## src/rtl/fw_in_pack.sv

```systemverilog
// fw_in_pack: packs LANES consecutive W-bit distance entries into one beat, buffers beats
// in a small FIFO and issues them to the fw core under inhibit back-pressure with block framing.
module fw_in_pack #(
  parameter int W               = 16,
  parameter int LANES           = 4,
  parameter int BEATS_PER_BLOCK = 32,
  parameter int FIFO_DEPTH      = 4
) (
  input  logic                          clk,
  input  logic                          reset,
  input  logic [W-1:0]                  s_data,
  input  logic                          s_valid,
  output logic                          s_ready,
  input  logic                          inhibit,
  output logic [W*LANES-1:0]            fw_in,
  output logic                          in_valid,
  output logic                          block_done,
  output logic [$clog2(FIFO_DEPTH):0]   level
);
  localparam int LW = $clog2(LANES);
  localparam int AW = $clog2(FIFO_DEPTH);
  localparam int BW = $clog2(BEATS_PER_BLOCK);
  localparam logic [LW-1:0] LAST_LANE = LW'(LANES - 1);
  localparam logic [AW:0]   FULL      = (AW + 1)'(FIFO_DEPTH);
  localparam logic [BW-1:0] LAST_BEAT = BW'(BEATS_PER_BLOCK - 1);

  logic [LW-1:0]        lane_q, lane_d;
  logic [W-1:0]         slot_q [LANES-1];
  logic [W*LANES-1:0]   mem_q [FIFO_DEPTH];
  logic [AW:0]          wr_q, wr_d, rd_q, rd_d;
  logic [BW-1:0]        beat_cnt_q, beat_cnt_d;
  logic [W*LANES-1:0]   fw_in_q, beat;
  logic                 in_valid_q, block_done_q;
  logic                 last, acc, push, pop;

  assign last       = lane_q == LAST_LANE;
  assign level      = wr_q - rd_q;
  assign s_ready    = !(last && level == FULL);
  assign acc        = s_valid && s_ready;
  assign push       = acc && last;
  assign pop        = !inhibit && level != '0;
  assign fw_in      = fw_in_q;
  assign in_valid   = in_valid_q;
  assign block_done = block_done_q;

  // slot 0 is the first entry of a beat and lands in the MSBs
  always_comb begin
    beat = '0;
    for (int i = 0; i < LANES - 1; i++) beat[(LANES-1-i)*W +: W] = slot_q[i];
    beat[W-1:0] = s_data;
    lane_d      = acc ? (last ? '0 : lane_q + 1'b1) : lane_q;
    wr_d        = wr_q + (AW + 1)'(push);
    rd_d        = rd_q + (AW + 1)'(pop);
    beat_cnt_d  = pop ? (beat_cnt_q == LAST_BEAT ? '0 : beat_cnt_q + 1'b1) : beat_cnt_q;
  end

  always_ff @(posedge clk) begin
    if (push) mem_q[wr_q[AW-1:0]] <= beat;
  end

  always_ff @(posedge clk or negedge reset) begin
    if (!reset) begin
      lane_q       <= '0;
      wr_q         <= '0;
      rd_q         <= '0;
      beat_cnt_q   <= '0;
      fw_in_q      <= '0;
      in_valid_q   <= 1'b0;
      block_done_q <= 1'b0;
      for (int i = 0; i < LANES - 1; i++) slot_q[i] <= '0;
    end else begin
      lane_q       <= lane_d;
      wr_q         <= wr_d;
      rd_q         <= rd_d;
      beat_cnt_q   <= beat_cnt_d;
      in_valid_q   <= pop;
      block_done_q <= pop && beat_cnt_q == LAST_BEAT;
      if (pop) fw_in_q <= mem_q[rd_q[AW-1:0]];
      if (acc && !last) slot_q[lane_q] <= s_data;
    end
  end
endmodule

```

## config.mk

```make
export PLATFORM = sky130hd
export DESIGN_NAME = fw_in_pack
export DESIGN_NICKNAME = d
export VERILOG_FILES = /design/src/rtl/fw_in_pack.sv
export SDC_FILE = /design/constraint.sdc
export NUM_CORES = 1
export LEC_CHECK = 0
export BUFFER_PORTS_ARGS = -buffer_cell sky130_fd_sc_hd__buf_4
export CORE_UTILIZATION = 57
export DETAILED_ROUTE_END_ITERATION = 12
export HOLD_SLACK_MARGIN = 0.06
export PLACE_DENSITY = 0.88
export SLEW_MARGIN = 20
export SYNTH_ARGS = -nofsm -noshare
export SYNTH_HDL_FRONTEND = slang
export SYNTH_SLANG_ARGS = --single-unit
```

## constraint.sdc

```tcl
create_clock -name clk -period 9.02 [get_ports clk]
set_clock_uncertainty 0.2 [all_clocks]
set_input_delay 1.804 -clock clk [delete_from_list [all_inputs] [get_ports clk]]
set_output_delay 1.804 -clock clk [all_outputs]
set_load 0.005 [all_outputs]
```

# == Word level (Yosys, flattened, before mapping) ==
# Memory sizes are Yosys's and may differ from the RTL's. A register that Yosys moved wholly into a read port is not among the register bits.
# Index checks and enable logic that the tools add are counted.
# W data, S select, Z words.
# classes
n_addsub,5
n_lt_le_gt_ge,2
n_eq_ne,3
n_mux,7
bitwise,1
reduce_logical,12
# ops
cell,n
$bwmux W48,1
$demux W16 S2,1
$mux W16,1
$logic_and A1 B1 Y1,7
$add A3 B1 Y3,2
$add A5 B1 Y5 const B,1
$eq A5 B5 Y1 const B,1
$mux W5,1
$logic_not A1 Y1,4
$eq A3 B3 Y1 const B,1
$ge A3 B3 Y1 const B,1
$lt A3 B1 Y1 const B,1
$not A2 Y3,1
$reduce_bool A3 Y1,1
$sub A3 B3 Y3,1
$add A2 B1 Y2 const B,1
$eq A2 B2 Y1 const B,1
$mux W1,2
$mux W2,1
# totals
regBits,63
ram_bits,256
in_bits,20
word_cells,40
mem_count,1
# mem_list
name,words,width,read_ports,rd_clocked_by_memory_dff,wr,line,source
mem_q,4,64,1,1,1,29,logic [W*LANES-1:0] mem_q [FIFO_DEPTH];

# == Logic depth before layout (Yosys ltp) ==
# logic_depth
ltp_word,8
depth_mapped,9

# == Worst setup path before layout ==
# OpenSTA, ideal clock, no wires.
# synth_timing
path_type,input port to flip-flop
start,input s_valid
end,"memory mem_q[1][0] in the netlist's numbering, enable pin"
setup_time_ps,565
arrival_time_ps,6328
setup_slack_ps,1927
cell_stages,2
n_path_buf,0
path_cell_list,o211ai_1 nor3_1
# synth_via
elab_chain_cells,4
# synth_lines
item,line,source
"start, declared",12,"input logic s_valid,"
$logic_and A1 B1 Y1,39,assign acc = s_valid && s_ready;
$logic_and A1 B1 Y1,40,assign push = acc && last;
$mux W1,58,if (push) mem_q[wr_q[AW-1:0]] <= beat;
$mux W1 (not written as such),58,
"end, declared",29,
# No other way between the ends.

# == Worst setup path in the final report ==
# layout_timing
start,register rd_q[0]
end,output s_ready
# layout_via
elab_chain_cells,4
# layout_lines
item,line,source
"start, declared",30,"logic [AW:0] wr_q, wr_d, rd_q, rd_d;"
"start signal, assigned",74,rd_q <= rd_d;
$sub A3 B3 Y3,37,assign level = wr_q - rd_q;
$eq A3 B3 Y1,38,assign s_ready = !(last && level == FULL);
$logic_and A1 B1 Y1,38,
$logic_not A1 Y1,38,
"end, declared",13,"output logic s_ready,"
# No other way between the ends.

==> out/results.tsv <==
metric	value	unit
post_drt_wl_per_cell	24.3	µm
leakage	5.98	nW
critPathArrivalTime	2.62	ns
layout-drive-gt1-share	42.5	%
nFillCells	1456	
crit_family	adder cells	
async_flop_share	33.2	%
synth_edf_count	256	
cts_buffers	37	
htreeDepth	2	
antenna_found_initial	0	
grt_pass1_wl	42.4	mm
grt_pass1_vias	7180	
yosys.area.top_type	edfxtp_1	
ant_nets	0	
yosysSeqAreaShare	76.7	%
tns	0	ns
initial_core_util	58.3	%
ys_types	30	
cts_root_buf	clkbuf_16	
final_hold_viol_count	0	
io_pins	90	
final_cell_count_no_fill	1103	
syn_area_per_cell	22.2	µm²
path_cells	ha_1 > fa_1 > nand3_1 > nand2b_1 > buf_4	
worstPathMaxFanout	23	
cts_tree	done	
ir_drop	223	µV
cts_resized	0	
final_cell_mix	edfxtp_1, dfrtp_1, mux2_2	
crit_type	reg2out	
powerDensity	360	mW/mm²
clockBufferDepth	3	
min_period	4.62	ns
die_area	0.0255	mm²
synth_top_cell_area_share	54.2	%
synthCells	639	
max_stage_delay	0.66	ns
drtIter0Drc	458	
grtUsageTotal	22.3	%
rsz0062_at_grt	false	
cts.sinks	383	
clkTransAtPathRegs	0.06	ns
routed-wl-met2	14.3	mm
wl_met1	10.5	mm
cp_num_buf_inv	1	
io_buffers	89	
top_layer	met4	
worst-slew-pin-transition	1.06	ns
total_power	0.00590	W
status	complete, no violations	
synthFlopType	edfxtp_1	
hp-class	reg2reg	
area_delta_synth_final	15.5	%
crit_path_end_kind	output port	
period_share	51.3	%
die_x	160	µm
final_core_util	67.3	%
drv_cap	0	
setup_viol	0	
grt_max_degree	75	
syn_area	0.0142	mm²
dp_cells	1036	
layout.nets	783	
diodes	0	
synth_fp_nets	671	
cts.hold.buffers_added	0	
die_h	160	µm
dr_wl_met3	1.46	mm
dr.pass1.iters	5	
place_area	0.0152	mm²
vias	6571	
coreArea	0.0243	mm²
place.gp.congestion	0.743	
via_per_inst	5.96	
drv_slew	0	
maxSlewHeadroom	29.6	%
yosys_register_bits	383	
yosys_warnings	0	
cts_setup_buffers	0	
synth_area_leaders	edfxtp_1, dfrtp_1, mux4_2, mux2_2, ha_1	
drc	0	
cp_data_required_time	7.02	ns
drt-total-wl	26.9	mm
final_common_cell	edfxtp_1	
clk-insertion-delay-late	0.52	ns
cpMaxStageDelayCell	dfrtp_4	
grt.overflow.total	0	
finalInstanceArea	0.0164	mm²
setup.worst_path.start_class	register	
max_freq	0.216	GHz
hpwl	14.6	mm
rows	57	
registers in the layout (all words and copies together), names as in the netlist:
name        flops
mem_q         256
fw_in          64
beat           48
beat_cnt_q      5
rd_q            3
wr_q            3
lane_q          2
block_done      1
in_valid        1
cell type report:
type,instances,area (µm²),area share (%)
clock buffer,52,1030,6.32
multi-input combinational,222,3140,19.2
sequential,383,10900,66.4
timing repair buffer,97,732,4.47
inverter,10,37.5,0.229
tap,324,405,2.48
clock inverter,15,153,0.933
through the flow:
stage	worst slack, ns	hold slack, ns
floorplan	1.93	0.243
global placement	4.82	0.268
detailed placement	4.71	0.291
CTS	4.36	0.300
global route	4.27	0.317
finish	4.40	0.298
synthesized netlist by cell type (3+ instances only):
| cell | instances |
|---|---|
| buf_2 | 7 |
| buf_6 | 7 |
| clkbuf_1 | 10 |
| dfrtp_1 | 127 |
| edfxtp_1 | 256 |
| ha_1 | 11 |
| inv_1 | 10 |
| mux2_1 | 6 |
| mux2_2 | 110 |
| mux4_2 | 64 |
| nand2_1 | 4 |
| nor2_1 | 3 |
| nor3_1 | 4 |
logic make-up after synthesis:
| logic type | Yosys count | synth area share [%] |
|---|---|---|
| xor+xnor | 3 | 0.291 |
| mux | 180 | 19.4 |
| fa+ha+maj | 12 | 1.11 |
| buf+inv | 34 | 1.33 |
| simple gates | 20 | 0.733 |
| flops | 383 | 76.7 |
| compound gates | 7 | 0.468 |
worst reg2reg max path: stages (launching register included):
cell and delay, ns:
dfrtp_4 0.66, ha_1 0.29, fa_1 0.39, xnor3_2 0.31, a31oi_4 0.88, buf_4 0.66, ha_1 0.31, ha_1 0.17
xor2_1 0.18
metal layers:
| layer | up-vias | GRT usage (%) |
|---|---|---|
| li1 | 2761 | - |
| met1 | 3522 | 28.6 |
| met2 | 239 | 39.4 |
| met3 | 49 | 3.66 |
| met4 | 0 | 6.77 |
| met5 | - | 0 |
final timing paths:
| kind | startpoint | to | slack (ns) | cells past startpoint |
|---|---|---|---|---|
| worst min-delay path | wr_q[2]$_DFF_PN0_ | wr_q[2]$_DFF_PN0_ | 0.30 | 1 |
| worst max register to register | rd_q[0]$_DFF_PN0_ | rd_q[2]$_DFF_PN0_ | 4.89 | 8 |
| max in group asynchronous | reset | rd_q[0]$_DFF_PN0_ | 6.03 | 2 |
| worst min register to register | wr_q[2]$_DFF_PN0_ | wr_q[2]$_DFF_PN0_ | 0.30 | 1 |
| worst max-delay path | rd_q[0]$_DFF_PN0_ | s_ready | 4.40 | 5 |
| min in group asynchronous | reset | fw_in[35]$_DFFE_PN0P_ | 1.04 | 1 |
power breakdown:
part	internal (W)	switching (W)
Clock	0.000889	0.000620
Sequential	0.00247	0.000326
Combinational	0.000896	0.000701
Power figures use the tool's default switching activity.
